[config.mk]
export PLATFORM = sky130hd
export DESIGN_NAME = lr35902_irq_ctrl
export DESIGN_NICKNAME = d
export VERILOG_FILES = /design/src/rtl/lr35902_irq_pkg.sv /design/src/rtl/lr35902_irq_prio.sv /design/src/rtl/lr35902_irq_ctrl.sv
export SDC_FILE = /design/constraint.sdc
export NUM_CORES = 1
export LEC_CHECK = 0
export BUFFER_PORTS_ARGS = -buffer_cell sky130_fd_sc_hd__buf_2
export CORE_MARGIN = 2
export CORE_UTILIZATION = 55
export DETAILED_ROUTE_END_ITERATION = 10
export GPL_TIMING_DRIVEN = 1
export PLACE_DENSITY = 0.88
export SLEW_MARGIN = 25
export SYNTH_ARGS = -nofsm -noshare
export SYNTH_HDL_FRONTEND = slang
export SYNTH_SLANG_ARGS = --single-unit
[constraint.sdc]
create_clock -name clk -period 5 [get_ports clk]
set_input_delay 0.5 -clock clk [delete_from_list [all_inputs] [get_ports clk]]
set_output_delay 0.5 -clock clk [all_outputs]
set_load 0.02 [all_outputs]
[src/rtl/lr35902_irq_pkg.sv]
// Shared constants and types for the LR35902 interrupt controller.
package lr35902_irq_pkg;

  // Interrupt source indices; lower index means higher priority.
  localparam int NUM_IRQ    = 5;
  localparam int IRQ_VBLANK = 0;
  localparam int IRQ_STAT   = 1;
  localparam int IRQ_TIMER  = 2;
  localparam int IRQ_SERIAL = 3;
  localparam int IRQ_JOYPAD = 4;

  // I/O page offsets of the flag and enable registers, and the vector of source 0.
  localparam logic [7:0] IRQ_IF_ADR   = 8'h0f;
  localparam logic [7:0] IRQ_IE_ADR   = 8'hff;
  localparam logic [7:0] IRQ_VEC_BASE = 8'h40;

  // CPU handshake state.
  typedef enum logic [1:0] {
    ST_IDLE     = 2'd0,
    ST_REQ      = 2'd1,
    ST_DISPATCH = 2'd2
  } irq_state_e;

endpackage

[src/rtl/lr35902_irq_prio.sv]
// Fixed-priority encoder: the lowest set bit of pend wins.
module lr35902_irq_prio
  import lr35902_irq_pkg::*;
(
  input  logic [NUM_IRQ-1:0] pend,
  output logic               valid,
  output logic [2:0]         idx
);

  // Scan from the lowest-priority bit down so the lowest index is written last.
  always_comb begin
    // NOTE: every output gets a default first so no path leaves it unassigned (no latch).
    valid = |pend;
    idx   = 3'd0;
    for (int i = NUM_IRQ - 1; i >= 0; i--) begin
      if (pend[i]) idx = 3'(i);
    end
  end

endmodule

[src/rtl/lr35902_irq_ctrl.sv]
// Interrupt controller: edge-detects peripheral lines into IF, masks with IE
// and ime, and runs the request/acknowledge handshake with the CPU core.
module lr35902_irq_ctrl
  import lr35902_irq_pkg::*;
#(
  parameter logic [7:0] IF_ADR   = IRQ_IF_ADR,
  parameter logic [7:0] IE_ADR   = IRQ_IE_ADR,
  parameter logic [7:0] VEC_BASE = IRQ_VEC_BASE
) (
  input  logic       clk,
  input  logic       reset_n,
  input  logic [7:0] adr,
  input  logic [7:0] din,
  output logic [7:0] dout,
  input  logic       read,
  input  logic       write,
  input  logic       irq_vblank,
  input  logic       irq_stat,
  input  logic       irq_timer,
  input  logic       irq_serial,
  input  logic       irq_joypad,
  input  logic       ime,
  output logic       int_req,
  input  logic       int_ack,
  output logic [7:0] int_vec,
  output logic       wake
);

  logic [NUM_IRQ-1:0] lines;
  logic [NUM_IRQ-1:0] prev_q;
  logic [NUM_IRQ-1:0] rise;
  logic [NUM_IRQ-1:0] if_q, if_d, if_wr;
  logic [7:0]         ie_q, ie_wr;
  logic [7:0]         dout_q;
  logic [7:0]         int_vec_q;
  logic [NUM_IRQ-1:0] pend_q, pend_now;
  logic               now_valid;
  logic [2:0]         now_idx;
  logic               wr_if, wr_ie, dispatch;
  irq_state_e         state_q, state_d;

  assign lines = {irq_joypad, irq_serial, irq_timer, irq_stat, irq_vblank};
  assign rise  = lines & ~prev_q;

  assign wr_if = write && (adr == IF_ADR);
  assign wr_ie = write && (adr == IE_ADR);

  // Register contents as they would be after this cycle's CPU write; the
  // dispatch decision uses these so a same-cycle write can cancel it.
  assign if_wr = wr_if ? din[NUM_IRQ-1:0] : if_q;
  assign ie_wr = wr_ie ? din : ie_q;

  assign pend_q   = ie_q[NUM_IRQ-1:0] & if_q;
  assign pend_now = ie_wr[NUM_IRQ-1:0] & if_wr;

  assign dispatch = (state_q == ST_REQ) && int_ack;

  lr35902_irq_prio u_prio (
    .pend  (pend_now),
    .valid (now_valid),
    .idx   (now_idx)
  );

  // Next IF: CPU write, then acknowledge clear, then edge sets on top so an
  // incoming event is never lost.
  always_comb begin
    if_d = if_wr;
    if (dispatch && now_valid) if_d[now_idx] = 1'b0;
    if_d = if_d | rise;
  end

  // Handshake next-state logic.
  always_comb begin
    state_d = state_q;
    unique case (state_q)
      ST_IDLE:     if ((|pend_q) && ime) state_d = ST_REQ;
      ST_REQ: begin
        if (int_ack)                   state_d = ST_DISPATCH;
        else if (!(|pend_q) || !ime)   state_d = ST_IDLE;
      end
      ST_DISPATCH: if (!int_ack)       state_d = ST_IDLE;
      default:                         state_d = ST_IDLE;
    endcase
  end

  // State, flag/enable registers, edge history, vector and read data.
  always_ff @(posedge clk or negedge reset_n) begin
    if (!reset_n) begin
      // NOTE: sequential state uses non-blocking assignments so every register samples pre-edge values.
      state_q   <= ST_IDLE;
      prev_q    <= '0;
      if_q      <= '0;
      ie_q      <= '0;
      int_vec_q <= 8'h00;
      dout_q    <= 8'hff;
    end else begin
      state_q <= state_d;
      prev_q  <= lines;
      if_q    <= if_d;
      ie_q    <= ie_wr;
      if (dispatch) begin
        int_vec_q <= now_valid ? (VEC_BASE + {2'b00, now_idx, 3'b000}) : 8'h00;
      end
      if (read) begin
        if (adr == IF_ADR)      dout_q <= {3'b111, if_q};
        else if (adr == IE_ADR) dout_q <= ie_q;
        else                    dout_q <= 8'hff;
      end
    end
  end

  assign int_req = (state_q == ST_REQ);
  assign int_vec = int_vec_q;
  assign dout    = dout_q;
  assign wake    = |pend_q;

endmodule

## Word-level counts from Yosys, hierarchy flattened

Cells that the tools add are included.
Widths: inputs -> output; s select.

- Register bits: 36
- Bits in latches: 0
- Bits in writable memories: 0
- Memory bits (read-only): 0
- Bits of input ports: 27
- Output and inout bits: 18
- Word-level logic and storage cells: 55
- Memories: 0

- Add/sub/neg operators: 1
- Multipliers: 0
- Divide/modulo/power cells: 0
- Order comparisons: 2
- Equality and inequality tests: 7
- Shift-type cells: 0
- Mux-type cells: 18
- Bitwise gates (word level): 7
- Reduce and logical (&&, ||, !) cells: 13

Operators by type and width:

| kind | number |
|---|---|
| $mux 8 | 3 |
| $and 5x5->5 | 4 |
| $mux 3 | 5 |
| $mux 5 | 3 |
| $not 5->5 | 2 |
| $reduce_or 5->1 | 2 |
| $add 7x6->8 const A | 1 |
| $eq 8x4->1 const B | 1 |
| $eq 8x8->1 const B | 1 |
| $mux 2 | 4 |
| $logic_and 1x1->1 | 6 |
| $pmux 2 s3 | 1 |
| $or 5x5->5 | 1 |
| $lt 3x4->1 const B | 1 |
| $ne 2x2->1 const B | 2 |
| $demux 1 s3 | 1 |
| $ge 3x1->1 const B | 1 |
| $ne 3x1->1 const B | 1 |
| $reduce_and 3->1 | 1 |
| $eq 2x1->1 const B | 1 |
| $eq 2x2->1 const B | 1 |
| $logic_not 1->1 | 2 |
| $logic_not 2->1 | 1 |
| $logic_or 1x1->1 | 1 |
| $mux 1 | 1 |

## Longest topological paths before layout

Gate-level depths: netlist (run 1).

- Depth in word-level cells: 17
- Mapped depth: 6
- Mapped depth without buffers: 5

## By module

Synthesis (run 1) repeated with hierarchy kept, for this count alone.

- Cells, all modules: 142
- Area, all modules: 1594.0 µm²

By module, submodules not included:

| module | times used | cells each | area an instance (µm²) | sequential area each (µm²) |
|---|---|---|---|---|
| lr35902_irq_ctrl | 1 | 134 | 1545.2 | 810.8 |
| lr35902_irq_prio | 1 | 8 | 48.8 | 0.0 |

## Least setup slack after synthesis (run 1)

Ideal clock, no wire load.

- Kind: input port to flip-flop
- Start point: input adr[4]
- End point: register if_q[4]
- Setup time: 0.119 ns
- Arrival time: 1.971 ns
- Required time: 4.881 ns
- Path slack: 2.910 ns
- Cell stages on the path: 5
- Buffers on the path: 0
- Cell sequence: nor4_4 -> o211a_4 -> o22ai_2 -> or4_4 -> a21bo_1

- Word-level cells in the longest chain between the ends: 17
- Elaborated cells between the ends (all ways): 23
- Those cells by class: order compare (2); eq/ne (2); mux (10); bitwise (4); reduce/logical (5)

Ends and longest elaborated chain:

| item | line | source |
|---|---|---|
| start: declaration | lr35902_irq_ctrl.sv:12 | `input logic [7:0] adr,` |
| $eq 8x8->1 or $eq 8x4->1 (tied branches) | lr35902_irq_ctrl.sv:46, lr35902_irq_ctrl.sv:45 |  |
| $logic_and 1x1->1, on equally long branches | lr35902_irq_ctrl.sv:46, lr35902_irq_ctrl.sv:45 |  |
| $mux 5, on equally long branches | lr35902_irq_ctrl.sv:51, lr35902_irq_ctrl.sv:50 |  |
| $and 5x5->5 | lr35902_irq_ctrl.sv:54 | `assign pend_now = ie_wr[NUM_IRQ-1:0] & if_wr;` |
| $mux 3 (5 in a row) | lr35902_irq_prio.sv:16 | `if (pend[i]) idx = 3'(i);` |
| $lt 3x4->1 (not written as such) or $ge 3x1->1 (tied branches) | lr35902_irq_ctrl.sv:68 | `if (dispatch && now_valid) if_d[now_idx] = 1'b0;` |
| $logic_and 1x1->1 (not written as such) | lr35902_irq_ctrl.sv:68 |  |
| $mux 1 (not written as such) | lr35902_irq_ctrl.sv:68 |  |
| $demux 1 s3 | lr35902_irq_ctrl.sv:68 |  |
| $not 5->5 (no source line) | - |  |
| $and 5x5->5 (no source line) | - |  |
| $mux 5 (*) | lr35902_irq_ctrl.sv:68 |  |
| $or 5x5->5 (*) | lr35902_irq_ctrl.sv:69 | `if_d = if_d \| rise;` |
| named net if_d[4] | lr35902_irq_ctrl.sv:32 | `logic [NUM_IRQ-1:0] if_q, if_d, if_wr;` |
| end signal: assignment | lr35902_irq_ctrl.sv:99 | `if_q <= if_d;` |
| end: declaration | lr35902_irq_ctrl.sv:32 |  |

The timed path passes the listed nets; every way through them passes the cells marked *.
A chain may end at the register's enable or synchronous reset.

## Worst setup path after layout (run 1)

Ends and elaborated chain as after synthesis.

==> impl_metrics.py, run 1 <==
metrics = {
    "detailed_routing": {
        "route.vias.total": 1272,
        "dr.pass1.iters": 6,
        "post-route-drc-count": 0,
        "antenna_left": 0,
        "wirelength_um": 3330,
        "drtIter0Drc": 76,
        "routedWlPerCell_um": 15.2,
        "avgViaCountPerCell": 5.81,
    },
    "critical_path": {
        "r2r_setup_slack_ns": 3.23,
        "end_kind": "flop",
        "rr_worst_depth": 4,
        "critical_path.cell_chain": "buf_2 > nor4_4 > o211a_4 > o22ai_1 > or4_4 > a21bo_1",
        "critPathKind": "input pin to flop",
        "cp.arrival_ns": 2.26,
        "r2r-start": "if_q[2]$_DFF_PN0_",
        "r2r-end": "if_q[4]$_DFF_PN0_",
        "path_max_fanout": 8,
        "start_kind": "input pin",
        "critical-path-slowest-cell": "or4_4",
        "critPathRequiredTime_ns": 5.23,
        "worst_path_largest_cell_delay_ns": 0.53,
    },
    "sta": {
        "fmax_ghz": 0.493,
        "skew_ns": 0.00774,
        "grt_setup_unrepaired": "false",
        "hold_viol_final": 0,
        "finalMaxSlewViolations": 0,
        "post-route-period-util": 0.406,
        "tightest_slew_ns": 0.693,
        "fin_tns_setup_ns": 0,
        "layout_min_cycle_time_ns": 2.03,
        "slew_headroom": 0.538,
        "setup_slack_ns": 2.97,
        "setup_viol": 0,
    },
    "die": {
        "fp-row-count": 19,
        "die-area_um2": 3280,
        "ios": 45,
        "chipHeight_um": 57.3,
        "start_util": 0.571,
        "dieWidth_um": 57.3,
        "coreArea_um2": 2730,
    },
    "grt": {
        "grt_pass1_vias": 1275,
        "antenna_found_initial": 0,
        "grt_overflow": 0,
        "grtUsageTotal": 0.221,
        "grt_pass1_wl_um": 5570,
        "grt_max_degree": 33,
    },
    "cts": {
        "clockRootBuffer": "clkbuf_4",
        "cts_max_path_buffers": 2,
        "h-tree-depth": 2,
        "cts_setup_buffers": 0,
        "cts_tree": "done",
        "ctsHoldBuffers": 0,
        "clk_pin_slew_ns": 0.10,
        "cts-resized-gates": 0,
        "clock_latency_ns": 0.33,
        "cts.sinks": 32,
        "numCtsBuffers": 5,
    },
    "pwr": {
        "p_leak_nw": 0.869,
        "power_density_nw_per_um2": 299,
        "ir_worst_vdd_uv": 280,
        "totalPowerFinal_w": 0.000547,
    },
    "cells_and_area": {
        "syn_to_final_growth_pct": 17.1,
        "regArea_um2": 811,
        "drive_gt1_frac": 0.367,
        "num-fill-cells": 223,
        "final_cell_count_no_fill": 219,
        "fin_nets": 214,
        "multi_input_area_um2": 673,
        "antenna_cells": 0,
    },
    "synthesis": {
        "yosysWarnings": 0,
        "synthAdderAreaFrac": 0,
        "synth_area_per_cell_um2": 10.7,
        "yosys.area_share.simple": 0.142,
        "synthCells": 146,
        "netlist_area_um2": 1560,
        "ys_seq_elements": 32,
        "yosysMostFrequentCell": "dfrtp_1",
        "ys_async_sr_fraction": 1.00,
        "synth_top_family_by_area": "compound AO/OA/AOI/OAI gates",
        "synth_edf_count": 0,
        "ys_top_cells_by_area": "dfrtp_1 38%, dfstp_2 13%, mux2_2 6.5%",
        "ys.flop_type": "dfrtp_1",
        "synthTopCellsByCount": "24 x dfrtp_1, 12 x nand2_1, 10 x inv_1",
        "yosysTopAreaCell": "dfrtp_1",
        "synth_compound_area_frac": 0.196,
        "synth_xor_area_frac": 0,
        "synthMuxAreaShare": 0.0841,
        "synth_top_area_frac": 0.385,
        "ys_seq_area_frac": 0.519,
        "synth.distinct_cells": 38,
    },
    "flow_run": {
        "max-cap-violations": 0,
    },
    "placement": {
        "dp.cells": 211,
        "gp_congestion": 0.897,
        "place.detailed.hpwl_um": 2470,
        "port_buffers": 40,
        "dp_slack_ns": 2.64,
    },
    "min_path": {
        "min_path_type": "input pin to async pin",
    },
    "run_status": {
        "outcome": "finished, final reports clean",
    },
}
power by group:
part / total (W) / internal, W / leakage, nW / switching (W)
combinational: 0.0000893 / 0.0000347 / 0.453 / 0.0000546
clock: 0.000168 / 0.0000827 / 0.0386 / 0.0000854
sequential: 0.000290 / 0.000278 / 0.377 / 0.0000117
stage by stage:
| step | utilization | instance area [um2] | hold slack [ns] |
|---|---|---|---|
| 3_5_place_dp | 0.644 | 1760 | 0.432 |
| 2_1_floorplan | - | 1570 | 0.204 |
| 3_3_place_gp | 0.644 | 1760 | 0.414 |
| 4_1_cts | 0.669 | 1830 | 0.215 |
| 6_report | 0.669 | 1830 | 0.195 |
| 5_1_grt | 0.669 | 1830 | 0.238 |
final cells by class:
class,count,share of cell area
multi-input combinational,98,0.368
sequential,32,0.443
tap,31,0.0212
inverter,10,0.0205
clock buffer,8,0.0376
timing repair buffer,40,0.109
critical path: cells and delay by family:
kind	cells	cell delay, ns
buf+inv	1	0.12
simple gates	2	1.02
compound gates	3	0.60
cell families (layout without fill, tap and decap cells):
logic type,Yosys count,in the layout
AOI/OAI and AO/OA,43,43
buffers and inverters,19,58
DFF,32,32
muxes,12,12
other,1,4
and+or+nand+nor,39,39
state kept, by name, indices dropped and copies added (netlist names):
name / flops
ie_q: 8
int_vec: 4
if_q: 5
state_q: 2
prev_q: 5
dout: 8
cells in the final DEF (no fill, tap or decap), types with 6 or more instances in the layout:
cell type / count
dfrtp_1: 24
nor2_1: 8
o21ai_0: 6
inv_1: 10
mux2_2: 9
nand2_1: 12
nand3_1: 6
buf_2: 40
a21oi_1: 9
dfstp_2: 8
routing by layer:
layer | wire length (um) | share of wire | track usage | vias up
li1 | - | - | - | 613
met5 | 0 | 0 | 0 | -
met2 | 1630 | 0.49 | 0.366 | 67
met3 | 243 | 0.073 | 0.0748 | 6
met4 | 44 | 0.013 | 0.0764 | 0
met1 | 1410 | 0.42 | 0.273 | 586
worst max path at each step:
stage,end,start,cells after the start
4_1_cts,int_vec[6]$_DFFE_PN0P_,adr[4],6
3_5_place_dp,int_vec[6]$_DFFE_PN0P_,adr[4],6
2_1_floorplan,if_q[4]$_DFF_PN0_,adr[4],5
5_1_grt,if_q[4]$_DFF_PN0_,adr[4],6
6_report,if_q[4]$_DFF_PN0_,adr[4],6
3_3_place_gp,if_q[4]$_DFF_PN0_,adr[4],6
No activity file was read; power rests on OpenSTA's default activity.
==> run 2, diff against run 1 <==
--- a/config.mk
+++ b/config.mk
@@ -5,12 +5,13 @@
 export SDC_FILE = /design/constraint.sdc
 export NUM_CORES = 1
 export LEC_CHECK = 0
+export ABC_AREA = 1
 export BUFFER_PORTS_ARGS = -buffer_cell sky130_fd_sc_hd__buf_2
 export CORE_MARGIN = 2
-export CORE_UTILIZATION = 55
+export CORE_UTILIZATION = 51
 export DETAILED_ROUTE_END_ITERATION = 10
 export GPL_TIMING_DRIVEN = 1
-export PLACE_DENSITY = 0.88
+export PLACE_DENSITY = 0.82
 export SLEW_MARGIN = 25
 export SYNTH_ARGS = -nofsm -noshare
 export SYNTH_HDL_FRONTEND = slang
==> constraint.sdc (replaced) <==
create_clock -name clk -period 2 [get_ports clk]
set_input_delay 0.2 -clock clk [delete_from_list [all_inputs] [get_ports clk]]
set_output_delay 0.2 -clock clk [all_outputs]
set_load 0.02 [all_outputs]
==> impl_metrics.py, run 2 <==
metrics = {
    "run_status": {
        "outcome": "finished, final reports clean",
    },
    "synthesis": {
        "yosysMostFrequentCell": "nand2_1",
        "yosysWarnings": 0,
        "synth.distinct_cells": 27,
        "ys_top_cells_by_area": "dfrtp_1 36%, dfstp_2 13%, nand2_1 10%",
        "netlist_area_um2": 1650,
        "yosysTopAreaCell": "dfrtp_1",
        "synth_top_area_frac": 0.363,
        "synthTopCellsByCount": "44 x nand2_1, 25 x inv_1, 24 x dfrtp_1",
        "ys_seq_area_frac": 0.491,
        "ys.flop_type": "dfrtp_1",
        "ys_seq_elements": 32,
        "ys_async_sr_fraction": 1.00,
        "synth_area_per_cell_um2": 8.93,
        "synthCells": 185,
        "synth_edf_count": 0,
    },
    "sta": {
        "finalMaxSlewViolations": 0,
        "skew_ns": 0.00873,
        "slew_headroom": 0.545,
        "layout_min_cycle_time_ns": 1.63,
        "post-route-period-util": 0.815,
        "grt_setup_unrepaired": "false",
        "fin_tns_setup_ns": 0,
        "fmax_ghz": 0.614,
        "tightest_slew_ns": 0.682,
        "hold_viol_final": 0,
        "setup_viol": 0,
        "setup_slack_ns": 0.370,
    },
    "cells_and_area": {
        "num-fill-cells": 284,
        "layout_commonest_cell": "nand2_1",
        "syn_to_final_growth_pct": 19.4,
        "layout_common_cells": "44 x nand2_1, 40 x buf_2, 25 x inv_1",
        "drive_gt1_frac": 0.362,
        "fin_nets": 261,
        "fin_area_um2": 1970,
        "antenna_cells": 0,
        "final_cell_count_no_fill": 279,
    },
    "pwr": {
        "swShare": 0.336,
        "pwr-share-comb": 0.269,
        "clkPwrFrac": 0.222,
        "totalPowerFinal_w": 0.00153,
        "p_leak_nw": 1.01,
        "internal-power_w": 0.00102,
        "ir_worst_vdd_uv": 472,
        "power_density_nw_per_um2": 777,
        "p_switching_w": 0.000515,
        "pwr-share-seq": 0.508,
    },
    "critical_path": {
        "end_kind": "output pin",
        "path_max_fanout": 3,
        "critPathKind": "flop to output pin",
        "start_kind": "flop",
        "cp.arrival_ns": 1.43,
        "r2r_setup_slack_ns": 0.70,
        "critPathRequiredTime_ns": 1.80,
    },
    "die": {
        "dieWidth_um": 60.9,
        "die-area_um2": 3710,
        "coreArea_um2": 3080,
        "fp-row-count": 20,
        "ios": 45,
        "start_util": 0.537,
        "chipHeight_um": 60.9,
    },
    "cts": {
        "cts_max_path_buffers": 2,
        "clk_pin_slew_ns": 0.09,
        "numCtsBuffers": 5,
        "cts_setup_buffers": 0,
        "clockRootBuffer": "clkbuf_4",
        "h-tree-depth": 2,
        "cts.sinks": 32,
        "clock_latency_ns": 0.33,
        "cts_tree": "done",
    },
    "grt": {
        "grt_max_degree": 33,
        "antenna_found_initial": 0,
        "grt_pass1_wl_um": 5090,
        "grt_pass1_vias": 1212,
        "grt_overflow": 0,
        "grtUsageTotal": 0.190,
    },
    "detailed_routing": {
        "avgViaCountPerCell": 4.81,
        "drtIter0Drc": 83,
        "post-route-drc-count": 0,
        "routedWlPerCell_um": 10.9,
        "route.vias.total": 1341,
        "antenna_left": 0,
        "wirelength_um": 3050,
        "dr.pass1.iters": 5,
    },
    "placement": {
        "port_buffers": 40,
        "placed_cell_area_um2": 1860,
        "dp.cells": 265,
        "dp_slack_ns": 0.376,
        "place.detailed.hpwl_um": 2310,
        "gp_congestion": 0.825,
    },
    "flow_run": {
        "max-cap-violations": 0,
    },
    "min_path": {
        "min_path_type": "input pin to flop",
    },
}
run 2: path summary, 6_finish.rpt:
| kind | from | endpoint | depth (start not counted) |
|---|---|---|---|
| worst max-delay path | if_q[2]$_DFF_PN0_ | wake | 4 |
| max in group asynchronous | reset_n | int_vec[6]$_DFFE_PN0P_ | 2 |
| worst max register to register | state_q[0]$_DFFE_PN0P_ | if_q[4]$_DFF_PN0_ | 7 |
| worst min-delay path | int_ack | state_q[0]$_DFFE_PN0P_ | 2 |
| worst min register to register | prev_q[0]$_DFF_PN0_ | if_q[0]$_DFF_PN0_ | 1 |
| min in group asynchronous | reset_n | ie_q[3]$_DFF_PN0_ | 2 |
run 2: through the flow:
| stage | hold slack, ns | utilization |
|---|---|---|
| global route | 0.0391 | 0.641 |
| global placement | 0.279 | 0.605 |
| finish | 0.0531 | 0.641 |
| floorplan | -0.0956 | - |
| detailed placement | 0.280 | 0.605 |
| CTS | 0.0448 | 0.641 |
run 2: logic make-up (layout without fill, tap and decap cells):
family                 after synthesis  count (layout)  synth area share
buffers and inverters               34              81            0.0961
other                                1               4           0.00227
DFF                                 32              32             0.491
and+or+nand+nor                     93              93             0.313
AOI/OAI and AO/OA                   25              25            0.0984
run 2: area by class of cell:
type,count,area (um2),area share
flip-flops and latches,32,811,0.411
multi-input cells,122,694,0.352
repair buffers,46,260,0.132
inverters,27,103,0.0520
well taps,44,55.1,0.0279
clock buffers,7,45.0,0.0228
clock inverters,1,5.00,0.00254
run 2: repair_timing:
| item | CTS | global route |
|---|---|---|
| hold buffers | 6 | 0 |
| hold endpoints to repair | 29 | 0 |
| gates resized for setup | 0 | 0 |
run 2: power groups by stage:
| stage | sequential [W] | clock, W | combinational [W] |
|---|---|---|---|
| after CTS | 0.000779 | 0.000353 | 0.000421 |
| after detailed placement | 0.000789 | 0 | 0.000412 |
| final | 0.000780 | 0.000341 | 0.000413 |
| after floorplan | 0.000834 | 0 | 0.000239 |
| after global placement | 0.000791 | 0 | 0.000402 |
| after global routing | 0.000789 | 0.000381 | 0.000468 |
run 2: metal layers:
metal	routed length (um)	share of wire	up-vias	global-route usage
li1	-	-	687	-
met1	1410	0.46	613	0.236
met2	1420	0.47	36	0.312
met3	161	0.053	5	0.0640
met4	52	0.017	0	0.0652
met5	0	0	-	0
run 2: worst max-delay path, cell delays in order, from the launching register on:
cell and delay (ns):
dfrtp_1 0.42, a22o_1 0.24, a21oi_1 0.13, o211ai_1 0.13, buf_2 0.18
==> run 3, diff against run 2 <==
==> constraint.sdc (replaced) <==
create_clock -name clk -period 1.6 [get_ports clk]
set_input_delay 0.16 -clock clk [delete_from_list [all_inputs] [get_ports clk]]
set_output_delay 0.16 -clock clk [all_outputs]
set_load 0.02 [all_outputs]
==> impl_metrics.py, run 3 (synthesis gave the netlist of run 2 again) <==
metrics = {
    "pwr": {
        "totalPowerFinal_w": 0.00205,
        "p_leak_nw": 1.05,
        "ir_worst_vdd_uv": 651,
        "power_density_nw_per_um2": 1010,
    },
    "cts": {
        "h-tree-depth": 2,
        "clock_latency_ns": 0.34,
        "clockRootBuffer": "clkbuf_4",
        "cts.sinks": 32,
        "clk_pin_slew_ns": 0.10,
        "numCtsBuffers": 5,
        "cts_max_path_buffers": 2,
        "cts_tree": "done",
    },
    "cells_and_area": {
        "multi_input_area_um2": 698,
        "fin_area_um2": 2040,
        "layout_common_cells": "44 x nand2_1, 39 x buf_2, 25 x inv_1",
        "layout_commonest_cell": "nand2_1",
        "fin_nets": 266,
        "num-fill-cells": 283,
        "drive_gt1_frac": 0.383,
        "regArea_um2": 811,
        "antenna_cells": 0,
        "syn_to_final_growth_pct": 23.2,
    },
    "grt": {
        "grt_pass1_vias": 1336,
        "grt_overflow": 0,
        "grt_max_degree": 33,
        "grt_pass1_wl_um": 5380,
        "grtUsageTotal": 0.202,
        "antenna_found_initial": 0,
    },
    "sta": {
        "layout_min_cycle_time_ns": 1.56,
        "finalMaxSlewViolations": 0,
        "hold_viol_final": 0,
        "fmax_ghz": 0.641,
        "slew_headroom": 0.542,
        "setup_slack_ns": 0.0401,
        "setup_viol": 0,
        "post-route-period-util": 0.975,
        "timing.hold.ws_ns": 0.0194,
        "grt_setup_unrepaired": "true",
        "skew_ns": 0.00929,
        "tightest_slew_ns": 0.687,
    },
    "run_status": {
        "outcome": "finished, final reports clean",
    },
    "critical_path": {
        "end_kind": "output pin",
        "critical-path-slowest-cell": "dfrtp_1",
        "critPathRequiredTime_ns": 1.44,
        "path_max_fanout": 2,
        "critPathKind": "flop to output pin",
        "start_kind": "flop",
        "cp.arrival_ns": 1.40,
        "critical_path.cell_chain": "a22o_1 > a21oi_2 > o211ai_1 > buf_4",
        "worst_path_largest_cell_delay_ns": 0.40,
    },
    "placement": {
        "port_buffers": 40,
        "dp_slack_ns": 0.0453,
        "placed_cell_area_um2": 1890,
        "place.detailed.hpwl_um": 2340,
        "gp_congestion": 0.868,
    },
    "detailed_routing": {
        "route.vias.total": 1357,
        "drtIter0Drc": 28,
        "dr.pass1.iters": 4,
        "wirelength_um": 3190,
        "routedWlPerCell_um": 11.2,
        "post-route-drc-count": 0,
        "antenna_left": 0,
        "avgViaCountPerCell": 4.78,
    },
    "min_path": {
        "min_path_type": "input pin to flop",
    },
    "die": {
        "start_util": 0.537,
        "die-area_um2": 3710,
        "chipHeight_um": 60.9,
        "fp-row-count": 20,
        "coreArea_um2": 3080,
        "dieWidth_um": 60.9,
        "ios": 45,
    },
    "flow_run": {
        "max-cap-violations": 0,
    },
}
[run 3: changes by cell type in the layout (fill, tap and decap cells not counted)]
cell / change
a21oi_1: -1
buf_2: -1
clkinv_2: -1
clkbuf_8: +2
clkbuf_1: -1
buf_4: +6
a21oi_2: +1
[run 3: where the power goes]
group | internal [W] | leakage, nW | switching, W
combinational | 0.000209 | 0.649 | 0.000339
clock | 0.000258 | 0.0386 | 0.000267
sequential | 0.000918 | 0.359 | 0.0000551
total | 0.00139 | 1.05 | 0.000661
[run 3: final timing paths]
check | startpoint | end | slack (ns) | cells past startpoint
min reg2reg | prev_q[0]$_DFF_PN0_ | if_q[0]$_DFF_PN0_ | 0.45 | 1
min in group asynchronous | reset_n | ie_q[2]$_DFF_PN0_ | 0.38 | 2
max reg2reg | ie_q[2]$_DFF_PN0_ | if_q[4]$_DFF_PN0_ | 0.32 | 9
max | ie_q[2]$_DFF_PN0_ | wake | 0.04 | 4
min | int_ack | state_q[0]$_DFFE_PN0P_ | 0.02 | 2
max in group asynchronous | reset_n | if_q[3]$_DFF_PN0_ | 0.77 | 2
[run 3: repair_timing]
item,in CTS,in global routing
buffers inserted,2,0
setup endpoints to repair,1,1
hold buffers,6,0
gates resized for setup,2,0
endpoints found under the hold margin,29,0
pin swaps,1,2
[run 3: area by class of cell]
| class | count | share of cell area |
|---|---|---|
| Inverter | 27 | 0.0504 |
| Clock buffer | 8 | 0.0338 |
| Multi-Input combinational cell | 122 | 0.343 |
| Tap cell | 44 | 0.0270 |
| Timing Repair Buffer | 51 | 0.148 |
| Sequential cell | 32 | 0.398 |
[run 3: critical path: cells and delay by family (launching register included)]
| kind | cells | cell delay, ns |
|---|---|---|
| AO/OA/AOI/OAI | 3 | 0.48 |
| flip-flops | 1 | 0.40 |
| buffers and inverters | 1 | 0.18 |
[run 3: layer usage]
| layer | vias up | wire (um) | part of all wire | track usage |
|---|---|---|---|---|
| li1 | 698 | - | - | - |
| met5 | - | 0 | 0 | 0 |
| met3 | 6 | 146 | 0.046 | 0.0661 |
| met4 | 0 | 50 | 0.016 | 0.0652 |
| met2 | 30 | 1580 | 0.50 | 0.364 |
| met1 | 623 | 1410 | 0.44 | 0.223 |
[run 3: metrics by stage]
stage	cells	utilization	setup TNS [ns]
floorplan	188	-	0
global placement	268	0.613	0
detailed placement	268	0.613	0
CTS	284	0.661	0
global route	284	0.661	-0.0224
finish	284	0.661	0
